## config.mk

```make
export PLATFORM = sky130hd
export DESIGN_NAME = lu_arbiter
export DESIGN_NICKNAME = d
export VERILOG_FILES = /design/src/rtl/lu_pkg.sv /design/src/rtl/lu_eval.sv /design/src/rtl/lu_arbiter.sv
export SDC_FILE = /design/constraint.sdc
export NUM_CORES = 1
export LEC_CHECK = 0
export ABC_AREA = 0
export CORE_AREA = 2 2 56 58
export CTS_BUF_LIST = sky130_fd_sc_hd__clkbuf_2
export DETAILED_ROUTE_END_ITERATION = 7
export DIE_AREA = 0 0 58 60
export DONT_BUFFER_PORTS = 1
export PLACE_DENSITY = 0.56
export SLEW_MARGIN = 5
export SYNTH_ARGS = -nofsm -noshare
export SYNTH_HDL_FRONTEND = slang
export SYNTH_SLANG_ARGS = --single-unit
```

## constraint.sdc

```tcl
create_clock -name clk -period 1.9 [get_ports clk]
set_input_delay 0 -clock clk [delete_from_list [all_inputs] [get_ports clk]]
set_output_delay 0 -clock clk [all_outputs]
set_load 0.005 [all_outputs]
```

## src/rtl/lu_pkg.sv

```systemverilog
// Shared definitions for the logic-unit arbiter.
//   NUM_REQ / ID_W : requester count and requester-index width
//   state_e        : arbiter FSM encoding (IDLE=0, HOLD=1)
//   FUNC_*         : common 2-input truth tables, bit index = {a,b}
//   rr_pick        : round-robin winner search
package lu_pkg;

    localparam int NUM_REQ = 4;
    localparam int ID_W    = 2;
    localparam int CNT_W   = 8;

    typedef enum logic [0:0] {
        IDLE = 1'b0,
        HOLD = 1'b1
    } state_e;

    // Truth tables indexed by {a,b}: bit0 = a0b0, bit1 = a0b1, bit2 = a1b0, bit3 = a1b1.
    localparam logic [3:0] FUNC_AND  = 4'b1000;
    localparam logic [3:0] FUNC_OR   = 4'b1110;
    localparam logic [3:0] FUNC_XOR  = 4'b0110;
    localparam logic [3:0] FUNC_NAND = 4'b0111;

    // Search starts one above the previous winner and wraps. The loop walks
    // from the lowest priority (offset NUM_REQ, i.e. last itself) toward the
    // highest (offset 1), so the final hit is the highest-priority requester.
    // With no requester set the result is unused by the caller.
    function automatic logic [ID_W-1:0] rr_pick(input logic [NUM_REQ-1:0] req,
                                                input logic [ID_W-1:0]    last);
        logic [ID_W-1:0] idx;
        logic [ID_W-1:0] win;
        win = last;
        for (int k = NUM_REQ; k >= 1; k--) begin
            idx = last + ID_W'(k);
            if (req[idx]) begin
                win = idx;
            end
        end
        return win;
    endfunction

endpackage

```

## src/rtl/lu_eval.sv

```systemverilog
// 4:1 truth-table evaluator: out = func[{a,b}].
//   a, b : operand bits of the selected requester
//   func : 4-bit truth table of the selected requester
//   out  : evaluated result (combinational)
module lu_eval (
    input  logic       a,
    input  logic       b,
    input  logic [3:0] func,
    output logic       out
);

    assign out = func[{a, b}];

endmodule

```

## src/rtl/lu_arbiter.sv

```systemverilog
// Round-robin arbiter in front of a single shared logic unit. One requester
// is granted per accepting cycle; its operands are evaluated and the result
// is held in an output register until the consumer takes it.
//   clk, rst       : clock, synchronous active-high reset
//   req/a/b/func   : per-requester request, operands and truth table
//   out_ready      : consumer takes the held result this cycle
//   gnt            : one-hot grant, combinational, high in the capture cycle
//   out_valid/out/out_id : registered result and owner
//   op_cnt         : completed-transfer counter, wraps
//
// state | meaning
// ------+------------------------------------------------
// IDLE  | no result held; any request is granted
// HOLD  | result held (out_valid=1); grant only if out_ready
module lu_arbiter
    import lu_pkg::*;
(
    input  logic                 clk,
    input  logic                 rst,
    input  logic [NUM_REQ-1:0]   req,
    input  logic [NUM_REQ-1:0]   a,
    input  logic [NUM_REQ-1:0]   b,
    input  logic [4*NUM_REQ-1:0] func,
    input  logic                 out_ready,
    output logic [NUM_REQ-1:0]   gnt,
    output logic                 out_valid,
    output logic                 out,
    output logic [ID_W-1:0]      out_id,
    output logic [CNT_W-1:0]     op_cnt
);

    state_e           state_q;
    logic             out_valid_q;
    logic             out_q;
    logic             out_d;
    logic [ID_W-1:0]  out_id_q;
    logic [ID_W-1:0]  last_id_q;
    logic [CNT_W-1:0] op_cnt_q;

    logic             accept;
    logic             grant;
    logic [ID_W-1:0]  win_id;
    logic             a_sel;
    logic             b_sel;
    logic [3:0]       func_sel;

    // A held result frees its slot in the same cycle it is taken, which is
    // what allows one grant per cycle under continuous demand.
    always_comb begin
        accept   = (state_q == IDLE) || ((state_q == HOLD) && out_ready);
        grant    = !rst && accept && (req != '0);
        win_id   = rr_pick(req, last_id_q);
        gnt      = grant ? (NUM_REQ'(1) << win_id) : '0;
        a_sel    = a[win_id];
        b_sel    = b[win_id];
        func_sel = func[{win_id, 2'b00} +: 4];
    end

    lu_eval u_eval (
        .a    (a_sel),
        .b    (b_sel),
        .func (func_sel),
        .out  (out_d)
    );

    always_ff @(posedge clk) begin
        if (rst) begin
            state_q     <= IDLE;
            out_valid_q <= 1'b0;
            out_q       <= 1'b0;
            out_id_q    <= '0;
            last_id_q   <= ID_W'(NUM_REQ - 1);
            op_cnt_q    <= '0;
        end else begin
            if (out_valid_q && out_ready) begin
                op_cnt_q <= op_cnt_q + CNT_W'(1);
            end

            case (state_q)
                IDLE: begin
                    if (grant) begin
                        out_q       <= out_d;
                        out_id_q    <= win_id;
                        last_id_q   <= win_id;
                        out_valid_q <= 1'b1;
                        state_q     <= HOLD;
                    end
                end
                HOLD: begin
                    if (grant) begin
                        // back-to-back: old result leaves, new one captured
                        out_q       <= out_d;
                        out_id_q    <= win_id;
                        last_id_q   <= win_id;
                        out_valid_q <= 1'b1;
                        state_q     <= HOLD;
                    end else if (out_ready) begin
                        out_valid_q <= 1'b0;
                        state_q     <= IDLE;
                    end
                end
                default: begin
                    out_valid_q <= 1'b0;
                    state_q     <= IDLE;
                end
            endcase
        end
    end

    assign out_valid = out_valid_q;
    assign out       = out_q;
    assign out_id    = out_id_q;
    assign op_cnt    = op_cnt_q;

endmodule

```

==> impl_metrics.env <==
export IMPL_status="completed"
export IMPL_core_area_mm2=0.00290
export IMPL_report_power_total_uw=711
export IMPL_seq_area_frac_synth_pct=31.6
export IMPL_crit_required_ns=2.11
export IMPL_grt_pass1_vias=800
export IMPL_slew_violations=0
export IMPL_worstSetupStartpointType="flop"
export IMPL_drive_gt1_share_pct=21.4
export IMPL_grt_max_degree=18
export IMPL_skew_ns=0.00130
export IMPL_post_drt_wl_per_cell_um=14.0
export IMPL_htreeDepth=1
export IMPL_drcViolationCount=0
export IMPL_register_area_um2=302
export IMPL_fill_cells=299
export IMPL_die_w_um=58
export IMPL_crit_type="flop to flop"
export IMPL_clock_fmax_mhz=559
export IMPL_place_inst=138
export IMPL_clock_latency_ns=0.27
export IMPL_maxSlewHeadroom_pct=60.4
export IMPL_final_cells=145
export IMPL_fin_util_pct=37.2
export IMPL_grt_usage_pct=11.9
export IMPL_synth_net_count=137
export IMPL_viasPerCell=5.55
export IMPL_antenna_found_initial=0
export IMPL_avgSynthCellArea_um2=9.06
export IMPL_drt_iter0_markers=14
export IMPL_routed_wl_um=2030
export IMPL_yosys_cell_types_count=38
export IMPL_grt_ovfl_total=0
export IMPL_p_comb_share_pct=27.8
export IMPL_synthToLayoutAreaGrowth_pct=13.7
export IMPL_seqPwrFrac_pct=50.7
export IMPL_antenna_cells=0
export IMPL_finalSetupViolCount=0
export IMPL_cts_sinks=15
export IMPL_pwr_share_clk_pct=21.6
export IMPL_grt_pass1_wl_um=3280
export IMPL_final_nets=145
export IMPL_clockBufferDepth=2
export IMPL_ys_warn_count=0
export IMPL_cts_made_buffers=3
export IMPL_hold_ws_ns=0.0263
export IMPL_yosysTopAreaCellShare_pct=31.6
export IMPL_cts_tree="yes"
export IMPL_clk_root_buffer_cell="clkbuf_2"
export IMPL_rows=20
export IMPL_start_util_pct=32.8
export IMPL_die_height_um=60
export IMPL_power_density_mw_per_mm2=658
export IMPL_dr_pass1_iters=2
export IMPL_hold_viol=0
export IMPL_p_switching_uw=218
export IMPL_gp_congestion=0.732
export IMPL_ys_async_sr_fraction_pct=0
export IMPL_synth_area_um2=951
export IMPL_synth_edf_count=0
export IMPL_synthFlopType="dfxtp_1"
export IMPL_num_io_pins=47
export IMPL_multi_input_area_um2=651
export IMPL_clkTransAtPathRegs_ns=0.14
export IMPL_p_sw_share_pct=30.6
export IMPL_detail_route_antenna_nets=0
export IMPL_p_leak_uw=0.000443
export IMPL_peakVddDrop_mv=0.423
export IMPL_power_internal_uw=493
export IMPL_maxCapViolations=0
export IMPL_mostFrequentLayoutCells="mux2i_1, dfxtp_1, nor2_1"
export IMPL_synthTopCellsByArea="dfxtp_1, mux2i_1, xor2_1, nor2_1, nand3_1"
export IMPL_fin_crit_ns=1.79
export IMPL_ys_ff_latch=15
export IMPL_worst_pin_slew_ns=0.593
export IMPL_hpwl_um=1570
export IMPL_crit_fanout=4
export IMPL_yosys_area_top_type="dfxtp_1"
export IMPL_crit_arrival_ns=2.00
export IMPL_synth_cells=105
export IMPL_die_area_mm2=0.00348
export IMPL_period_share_pct=94.1
export IMPL_via_count=805
export IMPL_cts_setup_buffers=0
export IMPL_portBuffers=0
export IMPL_hp_class="primary input to output port"
export IMPL_end_kind="flop"
==> logic make-up after synthesis <==
family          count (synthesis)  share of synthesized area, %
simple gates                   43                          26.3
buf+inv                         6                          2.37
fa+ha+maj                       1                          1.32
compound gates                 19                          17.2
mux                            14                          14.7
xor+xnor                        7                          6.45
flops                          15                          31.6
==> synth_stat cells (2+ instances only) <==
cell / number
a21oi_1: 5
and3_1: 3
and3_2: 3
clkbuf_1: 3
dfxtp_1: 15
inv_1: 2
mux2i_1: 14
nand2_1: 2
nand2b_1: 3
nand3_1: 7
nor2_1: 13
nor4_1: 3
o21ai_0: 2
xor2_1: 6
==> what timing repair did <==
| item | in CTS | in global routing |
|---|---|---|
| endpoints found under the hold margin | 15 | 0 |
| setup endpoints to repair | 1 | 2 |
| hold buffers | 3 | 0 |
| gates resized for setup | 1 | 3 |
| cloned | 0 | 0 |
==> registers in the layout, indices dropped and copies added (netlist names) <==
register,cells
state_q,1
op_cnt,8
out_valid,1
out,1
last_id_q,2
out_id,2
==> final cells by class <==
| cell class | count | share of cell area (%) |
|---|---|---|
| Multi-Input combinational cell | 84 | 60.2 |
| Tap cell | 33 | 3.82 |
| Sequential cell | 15 | 27.9 |
| Timing Repair Buffer | 7 | 5.56 |
| Clock buffer | 4 | 1.85 |
| Inverter | 2 | 0.694 |
==> critical path, cell delays in order (launching register included) <==
cell and delay (ns):
dfxtp_2 0.37, or2b_2 0.33, o211ai_1 0.14, nand3_1 0.10, and3_2 0.22, or4_4 0.42, o221ai_2 0.16
==> worst paths after layout <==
check	from	endpoint	slack, ns	cells past startpoint
min	rst	gnt[3]	0.03	1
max	last_id_q[0]	out	0.11	6
min reg2reg	state_q	out_valid	0.48	1
max reg2reg	last_id_q[0]	out	0.11	6
==> power by group through the flow <==
stage / sequential, uW / clock [uW] / combinational [uW]
final: 360 / 153 / 198
after global routing: 365 / 178 / 221
after CTS: 360 / 162 / 192
after detailed placement: 367 / 0 / 179
after global placement: 367 / 0 / 177
after floorplan: 356 / 0 / 156
==> layer usage <==
metal	vias to the layer above	wire [um]	track usage, %
met5	-	0	0
met4	0	0	2.99
met3	0	216	4.11
met2	39	941	21.3
met1	368	872	13.5
li1	398	-	-
==> per-stage QoR <==
| stage | area (um2) | worst slack, ns | TNS (ns) |
|---|---|---|---|
| after global placement | 1010 | 0.142 | 0 |
| after floorplan | 951 | 0.104 | 0 |
| final | 1080 | 0.112 | 0 |
| after detailed placement | 1010 | 0.103 | 0 |
| after CTS | 1060 | 0.0249 | 0 |
| after global routing | 1080 | -0.00614 | -0.00614 |
No activity file was read; power rests on OpenSTA's default activity.
